File: config.mk
export PLATFORM = sky130hd
export DESIGN_NAME = food_spawner_flat
export DESIGN_NICKNAME = d
export VERILOG_FILES = /design/src/rtl/food_spawner_if.sv /design/src/rtl/food_spawner.sv /design/src/flat_wrapper.sv
export SDC_FILE = /design/constraint.sdc
export NUM_CORES = 1
export LEC_CHECK = 0
export ABC_AREA = 1
export CAP_MARGIN = 20
export CORE_MARGIN = 2
export CORE_UTILIZATION = 55
export DETAILED_ROUTE_END_ITERATION = 8
export PLACE_DENSITY_LB_ADDON = 0.1
export RECOVER_POWER = 100
export REMOVE_ABC_BUFFERS = 1
export SYNTH_ARGS = -nofsm -noshare
export SYNTH_HDL_FRONTEND = slang
export SYNTH_SLANG_ARGS = --single-unit
File: constraint.sdc
create_clock -name clk -period 3.45 [get_ports clk]
set_clock_uncertainty 0.1 [all_clocks]
set_input_delay 0.345 -clock clk [delete_from_list [all_inputs] [get_ports clk]]
set_output_delay 0.345 -clock clk [all_outputs]
set_load 0.01 [all_outputs]
File: src/rtl/food_spawner_if.sv
// Handshake bundle between the food spawner, its LFSR source, the occupancy map and the game FSM.
// The master modport is the spawner; the slave modport is the environment around it.
interface food_spawner_if;
  logic       spawn_req;
  logic [3:0] rng4;
  logic [4:0] rng5;
  logic       rng_update;
  logic       query_valid;
  logic [4:0] query_x;
  logic [3:0] query_y;
  logic       query_occupied;
  logic       busy;
  logic       done;
  logic       fail;
  logic [4:0] food_x;
  logic [3:0] food_y;
  logic       food_valid;

  modport master (
    input  spawn_req, rng4, rng5, query_occupied,
    output rng_update, query_valid, query_x, query_y,
    output busy, done, fail, food_x, food_y, food_valid
  );

  modport slave (
    output spawn_req, rng4, rng5, query_occupied,
    input  rng_update, query_valid, query_x, query_y,
    input  busy, done, fail, food_x, food_y, food_valid
  );
endinterface

File: src/rtl/food_spawner.sv
// Places food on a free playfield cell: a bounded number of random candidates,
// then a deterministic raster scan so a free cell is always found if one exists.
module food_spawner #(
  parameter int GRID_W    = 20,
  parameter int GRID_H    = 15,
  parameter int MAX_TRIES = 8
) (
  input  logic          clk,
  input  logic          rst_n,
  food_spawner_if.master bus
);

  localparam logic [3:0] S_IDLE   = 4'd0;
  localparam logic [3:0] S_ROLL   = 4'd1;
  localparam logic [3:0] S_SAMPLE = 4'd2;
  localparam logic [3:0] S_QUERY  = 4'd3;
  localparam logic [3:0] S_WAIT   = 4'd4;
  localparam logic [3:0] S_SCAN_Q = 4'd5;
  localparam logic [3:0] S_SCAN_W = 4'd6;
  localparam logic [3:0] S_DONE   = 4'd7;
  localparam logic [3:0] S_FAIL   = 4'd8;

  // One extra bit so GRID_W=32 / GRID_H=16 still compare correctly against the raw RNG values.
  localparam logic [5:0] GW     = 6'(GRID_W);
  localparam logic [4:0] GH     = 5'(GRID_H);
  localparam logic [4:0] LAST_X = 5'(GRID_W - 1);
  localparam logic [3:0] LAST_Y = 4'(GRID_H - 1);
  localparam logic [3:0] TRIES  = 4'(MAX_TRIES);

  logic [3:0] state_q, state_d;
  logic [3:0] try_q, try_d;
  logic [4:0] cand_x_q, cand_x_d;
  logic [3:0] cand_y_q, cand_y_d;
  logic [4:0] query_x_q, query_x_d;
  logic [3:0] query_y_q, query_y_d;
  logic [4:0] food_x_q, food_x_d;
  logic [3:0] food_y_q, food_y_d;
  logic       food_valid_q, food_valid_d;
  logic [3:0] try_inc;
  logic       cand_oob;

  always_comb begin
    state_d      = state_q;
    try_d        = try_q;
    cand_x_d     = cand_x_q;
    cand_y_d     = cand_y_q;
    query_x_d    = query_x_q;
    query_y_d    = query_y_q;
    food_x_d     = food_x_q;
    food_y_d     = food_y_q;
    food_valid_d = food_valid_q;
    try_inc      = try_q + 4'd1;
    cand_oob     = ({1'b0, bus.rng5} >= GW) || ({1'b0, bus.rng4} >= GH);

    case (state_q)
      S_IDLE: begin
        if (bus.spawn_req) begin
          state_d      = S_ROLL;
          food_valid_d = 1'b0;
          try_d        = 4'd0;
        end
      end
      S_ROLL: state_d = S_SAMPLE;
      S_SAMPLE: begin
        cand_x_d = bus.rng5;
        cand_y_d = bus.rng4;
        try_d    = try_inc;
        if (!cand_oob) begin
          state_d   = S_QUERY;
          query_x_d = bus.rng5;
          query_y_d = bus.rng4;
        end else if (try_inc >= TRIES) begin
          state_d   = S_SCAN_Q;
          cand_x_d  = 5'd0;
          cand_y_d  = 4'd0;
          query_x_d = 5'd0;
          query_y_d = 4'd0;
        end else begin
          state_d = S_ROLL;
        end
      end
      S_QUERY: state_d = S_WAIT;
      S_WAIT: begin
        if (!bus.query_occupied) begin
          state_d      = S_DONE;
          food_x_d     = cand_x_q;
          food_y_d     = cand_y_q;
          food_valid_d = 1'b1;
        end else if (try_q >= TRIES) begin
          state_d   = S_SCAN_Q;
          cand_x_d  = 5'd0;
          cand_y_d  = 4'd0;
          query_x_d = 5'd0;
          query_y_d = 4'd0;
        end else begin
          state_d = S_ROLL;
        end
      end
      S_SCAN_Q: state_d = S_SCAN_W;
      S_SCAN_W: begin
        if (!bus.query_occupied) begin
          state_d      = S_DONE;
          food_x_d     = cand_x_q;
          food_y_d     = cand_y_q;
          food_valid_d = 1'b1;
        end else if (cand_x_q == LAST_X && cand_y_q == LAST_Y) begin
          state_d = S_FAIL;
        end else begin
          if (cand_x_q == LAST_X) begin
            cand_x_d = 5'd0;
            cand_y_d = cand_y_q + 4'd1;
          end else begin
            cand_x_d = cand_x_q + 5'd1;
          end
          query_x_d = cand_x_d;
          query_y_d = cand_y_d;
          state_d   = S_SCAN_Q;
        end
      end
      S_DONE:  state_d = S_IDLE;
      S_FAIL:  state_d = S_IDLE;
      default: state_d = S_IDLE;
    endcase
  end

  always_ff @(posedge clk or negedge rst_n) begin
    if (!rst_n) begin
      state_q      <= S_IDLE;
      try_q        <= 4'd0;
      cand_x_q     <= 5'd0;
      cand_y_q     <= 4'd0;
      query_x_q    <= 5'd0;
      query_y_q    <= 4'd0;
      food_x_q     <= 5'd0;
      food_y_q     <= 4'd0;
      food_valid_q <= 1'b0;
    end else begin
      state_q      <= state_d;
      try_q        <= try_d;
      cand_x_q     <= cand_x_d;
      cand_y_q     <= cand_y_d;
      query_x_q    <= query_x_d;
      query_y_q    <= query_y_d;
      food_x_q     <= food_x_d;
      food_y_q     <= food_y_d;
      food_valid_q <= food_valid_d;
    end
  end

  // Strobes decode straight from the state register, so reset clears them with it.
  assign bus.busy        = (state_q != S_IDLE);
  assign bus.rng_update  = (state_q == S_ROLL);
  assign bus.query_valid = (state_q == S_QUERY) || (state_q == S_SCAN_Q);
  assign bus.done        = (state_q == S_DONE);
  assign bus.fail        = (state_q == S_FAIL);
  assign bus.query_x     = query_x_q;
  assign bus.query_y     = query_y_q;
  assign bus.food_x      = food_x_q;
  assign bus.food_y      = food_y_q;
  assign bus.food_valid  = food_valid_q;

endmodule

File: src/flat_wrapper.sv
// flat-port wrapper written by rule: the top's interface ports become plain ports
module food_spawner_flat 
#(
  parameter int GRID_W    = 20,
  parameter int GRID_H    = 15,
  parameter int MAX_TRIES = 8
)
  (clk, rst_n, bus_spawn_req, bus_rng4, bus_rng5, bus_query_occupied, bus_rng_update, bus_query_valid, bus_query_x, bus_query_y, bus_busy, bus_done, bus_fail, bus_food_x, bus_food_y, bus_food_valid);
  food_spawner_if bus_i ();
  input  logic clk;
  input  logic rst_n;
  input wire logic [$bits(bus_i.spawn_req)-1:0] bus_spawn_req;
  input wire logic [$bits(bus_i.rng4)-1:0] bus_rng4;
  input wire logic [$bits(bus_i.rng5)-1:0] bus_rng5;
  input wire logic [$bits(bus_i.query_occupied)-1:0] bus_query_occupied;
  output wire logic [$bits(bus_i.rng_update)-1:0] bus_rng_update;
  output wire logic [$bits(bus_i.query_valid)-1:0] bus_query_valid;
  output wire logic [$bits(bus_i.query_x)-1:0] bus_query_x;
  output wire logic [$bits(bus_i.query_y)-1:0] bus_query_y;
  output wire logic [$bits(bus_i.busy)-1:0] bus_busy;
  output wire logic [$bits(bus_i.done)-1:0] bus_done;
  output wire logic [$bits(bus_i.fail)-1:0] bus_fail;
  output wire logic [$bits(bus_i.food_x)-1:0] bus_food_x;
  output wire logic [$bits(bus_i.food_y)-1:0] bus_food_y;
  output wire logic [$bits(bus_i.food_valid)-1:0] bus_food_valid;
  assign bus_i.spawn_req = bus_spawn_req;
  assign bus_i.rng4 = bus_rng4;
  assign bus_i.rng5 = bus_rng5;
  assign bus_i.query_occupied = bus_query_occupied;
  assign bus_rng_update = bus_i.rng_update;
  assign bus_query_valid = bus_i.query_valid;
  assign bus_query_x = bus_i.query_x;
  assign bus_query_y = bus_i.query_y;
  assign bus_busy = bus_i.busy;
  assign bus_done = bus_i.done;
  assign bus_fail = bus_i.fail;
  assign bus_food_x = bus_i.food_x;
  assign bus_food_y = bus_i.food_y;
  assign bus_food_valid = bus_i.food_valid;
  food_spawner #(.GRID_W(GRID_W), .GRID_H(GRID_H), .MAX_TRIES(MAX_TRIES)) u_core (.clk(clk), .rst_n(rst_n), .bus(bus_i));
endmodule
; ---- Word level (Yosys, flattened, before mapping)
; Cells that the tools add are included.
[totals]
wordCells = 83
reg_bits = 36
out_inout_bits = 24
memories = 0
latchBits = 0
mem_bits_rw = 0
romBits = 0
inputBits = 13
[op_classes]
add_sub_neg = 3
div = 0
shifts = 0
n_mul = 0
reduce_logical = 14
n_bitwise = 1
n_eq_ne = 17
muxes = 35
n_lt_le_gt_ge = 4
[op_table]
columns = operator, count
row1 = 2-to-1 mux 4 bit, 15
row2 = 2-to-1 mux 5 bit, 9
row3 = case mux 5 bit (3 select lines), 2
row4 = case mux 4 bit (7 select lines), 1
row5 = case mux 4 bit (3 select lines), 2
row6 = "equality test 4 x 3 -> 1 bit, second input constant", 4
row7 = "greater-or-equal comparator 4 bit, second input constant", 3
row8 = "inequality test 2 bit, second input constant", 5
row9 = "adder 4 x 1 -> 4 bit, second input constant", 2
row10 = "equality test 4 x 2 -> 1 bit, second input constant", 2
row11 = "equality test 4 bit, second input constant", 2
row12 = case mux 4 bit (2 select lines), 1
row13 = 2-to-1 mux 3 bit, 2
row14 = AND reduction 6 bit, 1
row15 = "adder 5 x 1 -> 5 bit, second input constant", 1
row16 = "equality test 5 bit, second input constant", 1
row17 = "greater-or-equal comparator 5 bit, second input constant", 1
row18 = AND reduction 5 bit, 1
row19 = "equality test 4 x 1 -> 1 bit, second input constant", 1
row20 = zero test 4 bit, 1
row21 = AND reduction 2 bit, 2
row22 = nonzero test 2 bit, 2
row23 = nonzero test 4 bit, 1
row24 = "inequality test 3 bit, second input constant", 1
row25 = 9 further kinds, 11

; ---- Depth between registers and ports, before layout
; Gate-level depths: netlist of run 1.
[logic_depth]
word_depth = 5
mapped_depth = 10

; ---- Least setup slack after synthesis of run 1
; Ideal clock, no wire load.
[synth_timing]
path_type = register to register
start = reg u_core.cand_x_q[0]
end = reg u_core.query_x_q[4] (netlist: u_core.bus.query_x[4])
setup_time_ns = 0.117
path_slack_ns = 1.816
arrival_time_ns = 1.417
required_ns = 3.233
path_stages_with_launch = 10
n_path_buf = 1
cell_sequence = dfrtp_1 ha_1 nand2_1 nor2_4 nand3_1 inv_2 nor2_8 buf_6 nand3_2 nand2_1
[synth_between]
elab_chain_cells = 5
elab_cells_between_ends = 9
[synth_lines]
columns = element, line_no
row1 = start: declaration, food_spawner.sv:32  ; logic [4:0] cand_x_q, cand_x_d;
row2 = start signal: assignment, food_spawner.sv:140  ; cand_x_q <= cand_x_d;
row3 = adder 5 x 1 -> 5 bit or equality test 5 bit (tied branches), "food_spawner.sv:113, food_spawner.sv:106, food_spawner.sv:109"
row4 = 2-to-1 mux 5 bit, food_spawner.sv:109  ; if (cand_x_q == LAST_X) begin
row5 = 2-to-1 mux 5 bit, food_spawner.sv:106  ; end else if (cand_x_q == LAST_X && cand_y_q == LAST_Y) begin
row6 = 2-to-1 mux 5 bit, food_spawner.sv:101  ; if (!bus.query_occupied) begin
row7 = case mux 5 bit (3 select lines), food_spawner.sv:55  ; case (state_q)
row8 = end signal: assignment, food_spawner.sv:142  ; query_x_q <= query_x_d;
row9 = end: declaration, food_spawner.sv:34  ; logic [4:0] query_x_q, query_x_d;
; Parallel ways exist; a longest one is shown, timed or not. The select of a mux whose other input is x is not followed.
; A chain may end at the register's enable or synchronous reset.

; ---- Worst setup path after layout of run 1
[layout_timing]
start = reg u_core.state_q[3]
end = reg u_core.query_y_q[2] (netlist: u_core.bus.query_y[2])
[layout_between]
elab_chain_cells = 3
elab_cells_between_ends = 11
[layout_lines]
columns = element, line_no
row1 = start: declaration, food_spawner.sv:30  ; logic [3:0] state_q, state_d;
row2 = start signal: assignment, food_spawner.sv:138  ; state_q <= state_d;
row3 = equality test 4 x 2 -> 1 bit or equality test 4 x 3 -> 1 bit (tied branches), food_spawner.sv:55
row4 = "inequality test 3 bit (no source line), or another cell as far along", --
row5 = AND reduction 6 bit (no source line), --
row6 = end signal: assignment, food_spawner.sv:143  ; query_y_q <= query_y_d;
row7 = end: declaration, food_spawner.sv:35  ; logic [3:0] query_y_q, query_y_d;
; Parallel ways exist; a longest one is shown, timed or not.

==> impl_metrics.tcl, run 1 <==
set metrics [dict create \
    start_kind "flip-flop" \
    overflow 0 \
    antenna_found_initial 0 \
    failed_checks "max-capacitance violations, max-slew violations" \
    fin_setup_tns_ns 0 \
    grt_pass1_vias 1890 \
    hp-start "u_core.bus.query_x[2]$_DFFE_PN0P_" \
    vias 1923 \
    maxSlewHeadroom_pct -26.1 \
    firstDrtPassIters 4 \
    p_leak_nw 1.42 \
    core_sq_um 3660 \
    critPathKind "reg2reg" \
    syn_area_sq_um 2110 \
    finalHoldViolations 0 \
    synth.distinct_cells 28 \
    die_x_um 65.9 \
    fill_cells 311 \
    ios 37 \
    grt_max_degree 37 \
    drtAntennaViolNets 0 \
    diodes 0 \
    status "finished, violations left" \
    hold_buffers 0 \
    cap_violations 1 \
    root_buffer "clkbuf_8" \
    clk_pin_slew_worst_paths_ns 0.07 \
    via_per_inst 5.05 \
    drt-total-wl_um 4660 \
    whs_endpoint "u_core.bus.query_x[2]$_DFFE_PN0P_" \
    worstPathRequired_ns 3.53 \
    synth_seq_cells 36 \
    min_path_cells 2 \
    grt_first_pass_wirelength_um 8160 \
    dp_hpwl_um 3360 \
    rsz0062_at_grt "false" \
    yosys_warnings 0 \
    dp_slack_ns 1.36 \
    drive_gt1_share_pct 6.01 \
    initial_utilization_pct 57.6 \
    cts_buffers 5 \
    groute.usage.overall_pct 24.6 \
    ir_drop_mv 0.417 \
    tightest_slew_ns 1.89 \
    dpl-instance-area_sq_um 2510 \
    rr_startpoint "u_core.state_q[3]$_DFFE_PN0P_" \
    routedWlPerCell_um 12.2 \
    gp_congestion 0.886 \
    crit-reg2reg-capture "u_core.bus.query_y[2]$_DFFE_PN0P_" \
    tritoncts "yes" \
    clock_path_buffers 2 \
    post-cts-setup-buffer-count 0 \
    synthCells 292 \
    critical_path.max_fanout 18 \
    critPathCaptureType "flip-flop" \
    die-area_sq_um 4350 \
    clock_latency_ns 0.29 \
    min_period_over_period_pct 78.4 \
    layout.nets 350 \
    max_stage_delay_ns 0.87 \
    area_growth_pct 21.9 \
    timing.fmax_mhz 370 \
    setup_viol 0 \
    postLayoutCellArea_sq_um 2570 \
    drt_iter0_drc 143 \
    rrSetupSlack_ns 0.75 \
    die_y_um 65.9 \
    num_rows 22 \
    power_density_nw_per_um2 817 \
    drcViolationCount 0 \
    setup_slack_ns 0.747 \
    syn_area_per_cell_sq_um 7.22 \
    min_period_ns 2.70 \
    io_buffers 36 \
    cts_htree_levels 2 \
    drv_slew 37 \
    ys_seq_area_share_pct 42.7 \
    ctsResizeCount 0 \
    cts.sinks 36 \
    critPathArrivalTime_ns 2.79 \
    r2r_cells 8 \
    crit_chain "nor2_1, nand3_1, nand2_2, nand3_4, nor2_1, nand2_4, nand2_1, nand2_1" \
    slowest_stage "nor2_1" \
    hp-class "reg2reg" \
]
cell families (layout without fill, tap and decap cells):
kind of cell / after synthesis / after routing / share of synthesized area (%)
buffers and inverters: 36 / 77 / 7.00
flip-flops: 36 / 36 / 42.7
AND/OR/NAND/NOR: 187 / 187 / 39.3
AO/OA/AOI/OAI: 23 / 23 / 5.93
XOR/XNOR: 5 / 5 / 2.08
adder cells (fa/ha/maj): 5 / 5 / 2.97
through the flow:
| step | hold WS (ns) | power, mW | utilization, % | cells |
|---|---|---|---|---|
| after detailed placement | 0.359 | 1.86 | 68.7 | 373 |
| after global routing | 0.409 | 2.29 | 70.3 | 381 |
| final | 0.372 | 2.10 | 70.3 | 381 |
| after CTS | 0.379 | 2.18 | 71.1 | 381 |
| after global placement | 0.361 | 1.82 | 68.7 | 373 |
| after floorplan | -0.0506 | 1.45 | - | 287 |
worst max path at each step:
stage	to	from	depth (start not counted)	slack [ns]
4_1_cts	bus_query_valid	u_core.state_q[0]$_DFFE_PN0P_	4	1.04
2_1_floorplan	u_core.bus.query_y[3]$_DFFE_PN0P_	u_core.state_q[3]$_DFFE_PN0P_	9	1.67
6_report	u_core.bus.query_y[2]$_DFFE_PN0P_	u_core.state_q[3]$_DFFE_PN0P_	8	0.75
3_5_place_dp	u_core.bus.query_y[2]$_DFFE_PN0P_	u_core.state_q[3]$_DFFE_PN0P_	9	1.36
3_3_place_gp	u_core.cand_y_q[2]$_DFFE_PN0P_	bus_rng4[1]	8	1.44
5_1_grt	u_core.bus.query_x[0]$_DFFE_PN0P_	u_core.state_q[3]$_DFFE_PN0P_	8	0.50
metal layers:
layer  GRT usage [%]  vias to the layer above  wire length [um]
li1                -                      992                 -
met1            32.6                      861              2280
met2            40.4                       61              2060
met3            3.58                        9               226
met4            9.95                        0                89
met5               0                        -                 0
cell usage after synthesis:
cell / instances / area share [%]
xor2_1: 3 / 1.2
o22ai_1: 2 / 0.59
ha_1: 5 / 3.0
a31oi_1: 1 / 0.30
o21ai_1: 5 / 1.2
inv_1: 25 / 4.4
nand4_1: 3 / 0.89
nor2_1: 15 / 2.7
nand2_2: 1 / 0.30
or2_2: 1 / 0.30
inv_2: 6 / 1.1
nand2_1: 135 / 24
o211ai_1: 1 / 0.36
nand2_4: 2 / 1.1
xnor2_1: 2 / 0.83
nor4_1: 1 / 0.30
o221ai_1: 1 / 0.42
nor2_2: 1 / 0.30
a21oi_1: 2 / 0.47
buf_6: 1 / 0.53
dfrtp_1: 36 / 43
nand3_1: 20 / 4.7
nor2_4: 2 / 1.1
nor2_8: 1 / 0.95
buf_2: 4 / 0.95
o21ai_0: 11 / 2.6
nand3_4: 1 / 0.83
nand3_2: 4 / 1.9
critical path, delay by kind of cell, from the launching register on:
| kind | cells | cell delay (ns) |
|---|---|---|
| simple gates | 8 | 2.06 |
| flops | 1 | 0.44 |
cell type report:
class | instances | area (sq um) | share of cell area [%]
clock buffer | 8 | 90.1 | 3.50
multi-input combinational | 220 | 1040 | 40.3
tap | 48 | 60.1 | 2.33
inverter | 31 | 116 | 4.52
sequential | 36 | 901 | 35.0
timing repair buffer | 38 | 368 | 14.3
power breakdown:
part	switching, mW	internal [mW]
Sequential	0.157	0.593
Combinational	0.629	0.412
Clock	0.148	0.163
Total	0.934	1.17
flip-flops by register name (all words and copies together) (netlist names):
| name | flops |
|---|---|
| u_core.bus.food_x | 5 |
| u_core.bus.query_x | 5 |
| u_core.cand_x_q | 5 |
| u_core.bus.food_y | 4 |
| u_core.bus.query_y | 4 |
| u_core.cand_y_q | 4 |
| u_core.state_q | 4 |
| u_core.try_q | 4 |
| u_core.bus.food_valid | 1 |
cells in the final DEF, fill, tap and decap left out:
master,count
a21oi_1,2
nor4_1,1
clkbuf_1,4
dfrtp_1,36
clkdlybuf4s50_1,10
clkbuf_8,6
or2_2,1
nand2_4,2
inv_2,4
xnor2_1,2
nor2_4,2
o21ai_0,14
a31oi_1,1
o22ai_1,2
clkinv_1,1
nand3_1,21
nand2_2,1
ha_1,5
inv_1,26
nand3_4,1
o221ai_1,1
nand2_1,135
nand3_2,3
nor2_1,17
o211ai_1,1
xor2_1,3
nand4_1,3
o21ai_1,2
dlygate4sd3_1,26
(Power assumes the default switching activity.)
==> run 2, diff against run 1 <==
- CORE_UTILIZATION: 55 -> 47
- clock period: 3.45 -> 2.2 ns (I/O delays scaled with it)
==> impl_metrics.tcl, run 2 (synthesized netlist as in run 1, its figures left out) <==
set metrics [dict create \
    diodes 0 \
    tightest_slew_ns 0.889 \
    critPathKind "reg2out" \
    die_x_um 71.0 \
    fin_setup_tns_ns 0 \
    drv_slew 0 \
    drcViolationCount 0 \
    status "finished, final reports clean" \
    clk_pin_slew_worst_paths_ns 0.08 \
    p_leak_nw 1.44 \
    core_sq_um 4320 \
    routedWlPerCell_um 11.8 \
    cts.sinks 36 \
    gp_congestion 0.915 \
    final_common_cell "nand2_1" \
    grt_pass1_vias 1856 \
    cts_htree_levels 2 \
    area_growth_pct 24.1 \
    switching_share_pct 43.0 \
    pwr-share-seq_pct 34.3 \
    cts_buffers 5 \
    hold_buffers 0 \
    ir_drop_mv 0.510 \
    drt_iter0_drc 137 \
    ctsResizeCount 0 \
    grt_max_degree 37 \
    worstPathRequired_ns 1.88 \
    power_density_nw_per_um2 1290 \
    root_buffer "clkbuf_8" \
    initial_utilization_pct 48.8 \
    power.switching_mw 1.46 \
    fill_cells 423 \
    p_comb_share_pct 48.7 \
    setup_viol 0 \
    layout_common_cells "nand2_1, dfrtp_1, inv_1, dlygate4sd3_1, nand3_1" \
    start_kind "flip-flop" \
    drt-total-wl_um 4540 \
    min_period_ns 2.06 \
    p_total_mw 3.39 \
    die_y_um 71.0 \
    cap_violations 0 \
    overflow 0 \
    drive_gt1_share_pct 8.08 \
    grt_first_pass_wirelength_um 8400 \
    io_buffers 36 \
    dp_hpwl_um 3300 \
    maxSlewHeadroom_pct 40.7 \
    critPathArrivalTime_ns 1.74 \
    antenna_found_initial 0 \
    hold-worst-slack_ns 0.370 \
    fin_util_pct 60.5 \
    rsz0062_at_grt "false" \
    firstDrtPassIters 4 \
    critPathCaptureType "output port" \
    post-cts-setup-buffer-count 0 \
    internal_power_mw 1.93 \
    seq_area_sq_um 901 \
    groute.usage.overall_pct 20.4 \
    clock_latency_ns 0.29 \
    layout.nets 351 \
    ios 37 \
    num_rows 24 \
    clock_path_buffers 2 \
    dp_slack_ns 0.321 \
    hp-class "reg2reg" \
    critical_path.max_fanout 6 \
    via_per_inst 4.92 \
    drtAntennaViolNets 0 \
    clockPowerShare_pct 17.0 \
    timing.fmax_mhz 486 \
    vias 1901 \
    multi_input_area_sq_um 1050 \
    tritoncts "yes" \
    setup_slack_ns 0.142 \
    min_period_over_period_pct 93.6 \
    finalHoldViolations 0 \
    die-area_sq_um 5040 \
]
## run 2: cell type report
cell class | count | share of cell area [%]
clock buffers | 6 | 2.77
inverters | 31 | 4.45
flip-flops and latches | 36 | 34.4
well taps | 52 | 2.49
clock inverters | 2 | 1.34
multi-input cells | 220 | 40.2
repair buffers | 39 | 14.4
## run 2: routing by layer
| layer | share of wire, % | vias to the layer above | global-route usage (%) |
|---|---|---|---|
| met3 | 4.8 | 6 | 3.85 |
| met2 | 44 | 42 | 31.9 |
| li1 | - | 996 | - |
| met4 | 1.2 | 0 | 6.50 |
| met1 | 50 | 857 | 28.8 |
| met5 | 0 | - | 0 |
## run 2: power groups by stage
stage	Combinational [mW]	Sequential, mW	Clock (mW)
global route	1.90	1.20	0.620
global placement	1.72	1.18	0
detailed placement	1.73	1.18	0
floorplan	1.07	1.20	0
finish	1.65	1.16	0.574
CTS	1.75	1.17	0.593
## run 2: worst paths after layout
kind                                                         from                                end  slack [ns]  depth (start not counted)
worst max-delay path                u_core.state_q[0]$_DFFE_PN0P_                     bus_rng_update        0.14                          4
worst min-delay path            u_core.bus.query_x[1]$_DFFE_PN0P_  u_core.bus.query_x[1]$_DFFE_PN0P_        0.37                          2
worst max register to register     u_core.cand_x_q[0]$_DFFE_PN0P_  u_core.bus.query_y[3]$_DFFE_PN0P_        0.25                          9
worst min register to register  u_core.bus.query_x[1]$_DFFE_PN0P_  u_core.bus.query_x[1]$_DFFE_PN0P_        0.37                          2
max in group asynchronous                                   rst_n  u_core.bus.query_y[3]$_DFFE_PN0P_        0.96                          2
min in group asynchronous                                   rst_n  u_core.bus.food_valid$_DFFE_PN0P_        0.48                          2
## run 2: stage by stage
step	instance area, sq um	std cells
global route	2620	386
global placement	2530	378
finish	2620	386
floorplan	2080	287
CTS	2630	386
detailed placement	2530	378
## run 2: worst max-delay path, stage by stage (launching register included)
cell and delay [ns]:
dfrtp_1 0.41, inv_2 0.10, or2_2 0.31, nor2_1 0.10, clkdlybuf4s50_1 0.54
